## src/rtl/mem_bus_arbiter_pkg.sv

```systemverilog
// mem_bus_arbiter_pkg: shared bus request/response types, FSM states and default widths for mem_bus_arbiter
package mem_bus_arbiter_pkg;
   localparam int MBUS_ADDR_W    = 64;
   localparam int MBUS_DATA_W    = 64;
   localparam int MBUS_LEN_W     = 4;
   localparam int STARVE_MAX_DEF = 4;
   typedef enum logic [1:0] {IDLE, OWN_I, OWN_D} arb_state_t;
   typedef struct packed {
      logic                     valid;
      logic                     is_write;
      logic [MBUS_ADDR_W-1:0]   addr;
      logic [MBUS_LEN_W-1:0]    len;
      logic [MBUS_DATA_W-1:0]   wdata;
      logic [MBUS_DATA_W/8-1:0] strobe;
   } mbus_req_t;
   typedef struct packed {
      logic                   ready;
      logic                   last;
      logic [MBUS_DATA_W-1:0] rdata;
   } mbus_resp_t;
endpackage

```

## src/rtl/mem_bus_arbiter.sv

```systemverilog
// mem_bus_arbiter: grants the shared memory bus to I or D one burst at a time, D first with a starvation bound for I
module mem_bus_arbiter
   import mem_bus_arbiter_pkg::*;
#(
   parameter int ADDR_W     = MBUS_ADDR_W,
   parameter int DATA_W     = MBUS_DATA_W,
   parameter int LEN_W      = MBUS_LEN_W,
   parameter int STARVE_MAX = STARVE_MAX_DEF
) (
   input  logic                clk,
   input  logic                resetn,
   input  logic                i_valid,
   input  logic                i_is_write,
   input  logic [ADDR_W-1:0]   i_addr,
   input  logic [LEN_W-1:0]    i_len,
   input  logic [DATA_W-1:0]   i_wdata,
   input  logic [DATA_W/8-1:0] i_strobe,
   output logic                i_ready,
   output logic                i_last,
   output logic [DATA_W-1:0]   i_rdata,
   input  logic                d_valid,
   input  logic                d_is_write,
   input  logic [ADDR_W-1:0]   d_addr,
   input  logic [LEN_W-1:0]    d_len,
   input  logic [DATA_W-1:0]   d_wdata,
   input  logic [DATA_W/8-1:0] d_strobe,
   output logic                d_ready,
   output logic                d_last,
   output logic [DATA_W-1:0]   d_rdata,
   output logic                m_valid,
   output logic                m_is_write,
   output logic [ADDR_W-1:0]   m_addr,
   output logic [LEN_W-1:0]    m_len,
   output logic [DATA_W-1:0]   m_wdata,
   output logic [DATA_W/8-1:0] m_strobe,
   input  logic                m_ready,
   input  logic                m_last,
   input  logic [DATA_W-1:0]   m_rdata,
   output logic                owner_i,
   output logic                owner_d
);
   localparam logic [3:0] C_STARVE_MAX = 4'(STARVE_MAX);
   arb_state_t r_state, w_state_next;
   logic [3:0] r_starve_cnt, w_starve_next;
   logic       w_pick_d;
   always_ff @(posedge clk or negedge resetn) begin
      if (!resetn) begin
         r_state      <= IDLE;
         r_starve_cnt <= '0;
      end else begin
         r_state      <= w_state_next;
         r_starve_cnt <= w_starve_next;
      end
   end
   // D wins unless I has already sat through STARVE_MAX back-to-back D grants
   assign w_pick_d = d_valid && !(i_valid && r_starve_cnt == C_STARVE_MAX);
   always_comb begin
      w_state_next  = r_state;
      w_starve_next = r_starve_cnt;
      if (r_state == IDLE) begin
         if (w_pick_d) begin
            w_state_next  = OWN_D;
            w_starve_next = i_valid ? r_starve_cnt + 4'd1 : 4'd0;
         end else if (i_valid) begin
            w_state_next  = OWN_I;
            w_starve_next = '0;
         end
      end else if (m_ready && m_last) begin
         w_state_next = IDLE;
      end
   end
   assign owner_i    = r_state == OWN_I;
   assign owner_d    = r_state == OWN_D;
   assign m_valid    = owner_d ? d_valid    : owner_i ? i_valid    : 1'b0;
   assign m_is_write = owner_d ? d_is_write : owner_i ? i_is_write : 1'b0;
   assign m_addr     = owner_d ? d_addr     : owner_i ? i_addr     : '0;
   assign m_len      = owner_d ? d_len      : owner_i ? i_len      : '0;
   assign m_wdata    = owner_d ? d_wdata    : owner_i ? i_wdata    : '0;
   assign m_strobe   = owner_d ? d_strobe   : owner_i ? i_strobe   : '0;
   // responses reach the owner only; stray beats in IDLE fall on the floor
   assign i_ready    = owner_i && m_ready;
   assign i_last     = owner_i && m_last;
   assign i_rdata    = owner_i ? m_rdata : '0;
   assign d_ready    = owner_d && m_ready;
   assign d_last     = owner_d && m_last;
   assign d_rdata    = owner_d ? m_rdata : '0;
   a_owner_holds_valid: assert property (@(posedge clk) disable iff (!resetn)
      !((owner_i && !i_valid) || (owner_d && !d_valid)));
endmodule

```

## config.mk

```make
export PLATFORM = sky130hd
export DESIGN_NAME = mem_bus_arbiter
export DESIGN_NICKNAME = d
export VERILOG_FILES = /design/src/rtl/mem_bus_arbiter_pkg.sv /design/src/rtl/mem_bus_arbiter.sv
export SDC_FILE = /design/constraint.sdc
export NUM_CORES = 1
export LEC_CHECK = 0
export BUFFER_PORTS_ARGS = -buffer_cell sky130_fd_sc_hd__buf_2
export CAP_MARGIN = 20
export CORE_AREA = 2 2 245 247
export CTS_BUF_LIST = sky130_fd_sc_hd__clkbuf_8
export DETAILED_ROUTE_END_ITERATION = 12
export DIE_AREA = 0 0 247 249
export PLACE_DENSITY_LB_ADDON = 0.15
export SLEW_MARGIN = 10
export SYNTH_ARGS = -nofsm -noshare
export SYNTH_HDL_FRONTEND = slang
export SYNTH_SLANG_ARGS = --single-unit
```

## constraint.sdc

```tcl
create_clock -name clk -period 3.1 [get_ports clk]
set_clock_uncertainty 0.15 [all_clocks]
set_input_delay 0.93 -clock clk [delete_from_list [all_inputs] [get_ports clk]]
set_output_delay 0.93 -clock clk [all_outputs]
set_load 0.02 [all_outputs]
```

==> summary.md <==
| Metric | Value |
|---|---|
| Outcome | `complete, no violations` |
| GRT Total Usage | `7.25%` |
| DIE WIDTH | `247 µm` |
| Number of synthesized flops with an enable pin | `0` |
| Kind of start point of the critical path | `flop` |
| Post-route cell area | `0.00682 mm²` |
| Nets | `1,315` |
| Crit Path Max Fanout | `57` |
| Peak VDD IR | `276 µV` |
| Pwr dens | `915 mW/mm²` |
| Pwr Total | `6.24 mW` |
| Fin crit share | `95.5%` |
| CP Capture Type | `output pin` |
| Port Buffers | `627` |
| Worst Hold Class | `input pin to async pin` |
| Setup TNS Final | `0 ns` |
| Initial antenna violation count | `6` |
| Final Hold Viols | `0` |
| Share of layout cells above drive strength 1 | `68.0%` |
| Crit path time final | `2.96 ns` |
| Switching Share | `60.9%` |
| Yosys reg bits | `6` |
| Die Span Y | `249 µm` |
| Routed Antenna Nets | `0` |
| Final number of max-transition violations | `0` |
| Hold_buf cts | `0` |
| Wire per inst | `14.6 µm` |
| Vias in the first global route | `5,230` |
| Post-synth cell types | `25` |
| First-pass GRT wire length | `33.4 mm` |
| Full die area | `0.0615 mm²` |
| Fin util | `11.6%` |
| Root buffer cell | `clkbuf_8` |
| DP HPWL | `22.3 mm` |
| Pleak | `3.97 nW` |
| Register area share after synthesis | `5.49%` |
| Routability cong. | `0.840` |
| Syn Inst Count | `356` |
| Area grow syn2layout | `149%` |
| Post-CTS Resized | `0` |
| Max Buffers Root-to-Sink | `2` |
| Initial detailed-routing violation count | `217` |
| Internal power | `2.44 mW` |
| Cell area after synthesis | `0.00274 mm²` |
| Post-Route WL | `25.3 mm` |
| Placed cells | `1,729` |
| Clock transition at path regs | `0.04 ns` |
| Most area-consuming cells after synthesis | `a22o_1 46%, and2_1 30%, dfrtp_1 5.5%, buf_6 5.4%, buf_2 2.7%` |
| RSZ-0062 raised after global routing | `false` |
| Cell taking the most area after synthesis | `a22o_1` |
| Row cnt | `89` |
| Main flop type after synthesis | `dfrtp_1` |
| Drt pass-1 iters | `4` |
| Vias | `5,370` |
| Worst endpoint required time | `2.02 ns` |
| Rel. slew slack | `58.4%` |
| Asr flop ratio synth | `100%` |
| Final setup fails | `0` |
| Switch Pwr | `3.80 mW` |
| Largest net degree at the start of global routing | `58` |
| Placed cell area | `0.00677 mm²` |
| Clk Latency, worst-skew pair | `0.22 ns` |
| Drc violations | `0` |
| Synth Area per Inst | `7.68 µm²` |
| YS warnings | `0` |
| CTS tree | `built` |
| Worst setup path class | `flop to output pin` |
| Power share of the clock group | `1.9%` |
| Fmax | `338 MHz` |
| Top cell type's share of synthesized area | `45.8%` |
| Syn nets | `710` |
| Postcts setup bufs | `0` |
| Max cap viols | `0` |
| CTS Buf Count | `3` |
| Arrival time worst endpoint | `1.88 ns` |
| Gate power share | `95.6%` |
| Core Region | `0.0587 mm²` |
| Fin cells | `1,734` |
| CTS sink count | `6` |
| Avg Vias per Cell | `3.10` |
| Io pins | `628` |
| Gr ovfl total | `0` |
| Reg power frac | `2.5%` |
| Worst Tran Pin Value | `0.619 ns` |
| H-tree levels | `1` |
| Initial cell density of the core | `4.66%` |
==> state kept, by name (all words and copies together), names as in the netlist <==
register	flops
r_state	2
r_starve_cnt	4
==> synth_stat cells (2+ instances only) <==
cell and instances:
and2_1 132, o21ai_0 3, buf_6 13, a22o_1 143, nand2_1 2, inv_1 5
buf_4 10, dfrtp_1 6, ha_1 2, clkbuf_1 8, nand3_1 4, buf_2 15
==> final timing paths <==
check / slack [ns] / cells after the start / from / to
max in group asynchronous: 2.24 / 1 / resetn / r_starve_cnt[2]
min in group clk: 0.44 / 1 / r_state[1] / r_state[1]
hold / removal: 0.39 / 1 / resetn / r_starve_cnt[3]
setup reg to reg: 1.58 / 5 / r_starve_cnt[0] / r_state[1]
setup / recovery: 0.14 / 5 / r_state[1] / m_wdata[6]
hold reg to reg: 0.44 / 1 / r_state[1] / r_state[1]
==> placed cells by master, fill, tap and decap left out <==
| cell | instances |
|---|---|
| o221ai_1 | 1 |
| buf_4 | 12 |
| and2b_4 | 1 |
| a22o_1 | 143 |
| nand4_1 | 1 |
| o21ai_0 | 3 |
| nor3_1 | 1 |
| nand4b_1 | 1 |
| nand2_1 | 2 |
| ha_1 | 2 |
| buf_2 | 626 |
| buf_12 | 8 |
| clkbuf_8 | 3 |
| nand3b_1 | 1 |
| nand3_1 | 4 |
| nor2_1 | 1 |
| o211ai_1 | 1 |
| dfrtp_1 | 6 |
| and3_1 | 1 |
| and2_1 | 132 |
| o31ai_1 | 1 |
| nand2b_1 | 1 |
| diode_2 | 2 |
| inv_1 | 5 |
| nor2b_4 | 1 |
| and4bb_2 | 1 |
==> kinds of logic after synthesis <==
group	after synthesis	synth area share, %
compound gates	149	47.2
simple gates	148	33.8
buf+inv	51	12.6
flops	6	5.49
fa+ha+maj	2	0.915
==> layout make-up <==
| cell class | count | area, µm² |
|---|---|---|
| diodes | 2 | 5.00 |
| clock buffers | 3 | 41.3 |
| fillers | 6944 | 51900 |
| inverters | 5 | 18.8 |
| multi-input cells | 299 | 2250 |
| flip-flops and latches | 6 | 150 |
| well taps | 773 | 967 |
| repair buffers | 646 | 3380 |
==> through the flow <==
stage	setup WS [ns]	hold WS, ns
2_1_floorplan	0.653	0.346
3_3_place_gp	0.393	0.417
3_5_place_dp	0.396	0.413
4_1_cts	0.143	0.392
5_1_grt	0.0296	0.391
6_report	0.139	0.393
==> per-layer routing <==
layer / GRT usage (%) / part of all wire (%) / up-vias
met2: 15.1 / 55 / 356
li1: - / - / 2542
met4: 1.27 / 1.4 / 8
met1: 7.28 / 34 / 2442
met3: 1.37 / 9.2 / 22
met5: 0 / 0.20 / -
==> worst max-delay path, stage by stage, from the launching register on <==
cell	delay, ns
dfrtp_1	0.42
and2b_4	0.31
buf_12	0.19
buf_12	0.27
a22o_1	0.20
buf_2	0.19
==> power by group through the flow <==
stage | sequential, mW | clock [mW] | combinational (mW)
2_1_floorplan | 0.142 | 0 | 3.88
3_3_place_gp | 0.159 | 0 | 6.13
3_5_place_dp | 0.158 | 0 | 6.06
4_1_cts | 0.158 | 0.120 | 6.09
5_1_grt | 0.165 | 0.126 | 6.40
6_report | 0.158 | 0.118 | 5.96
(Power assumes the default switching activity.)
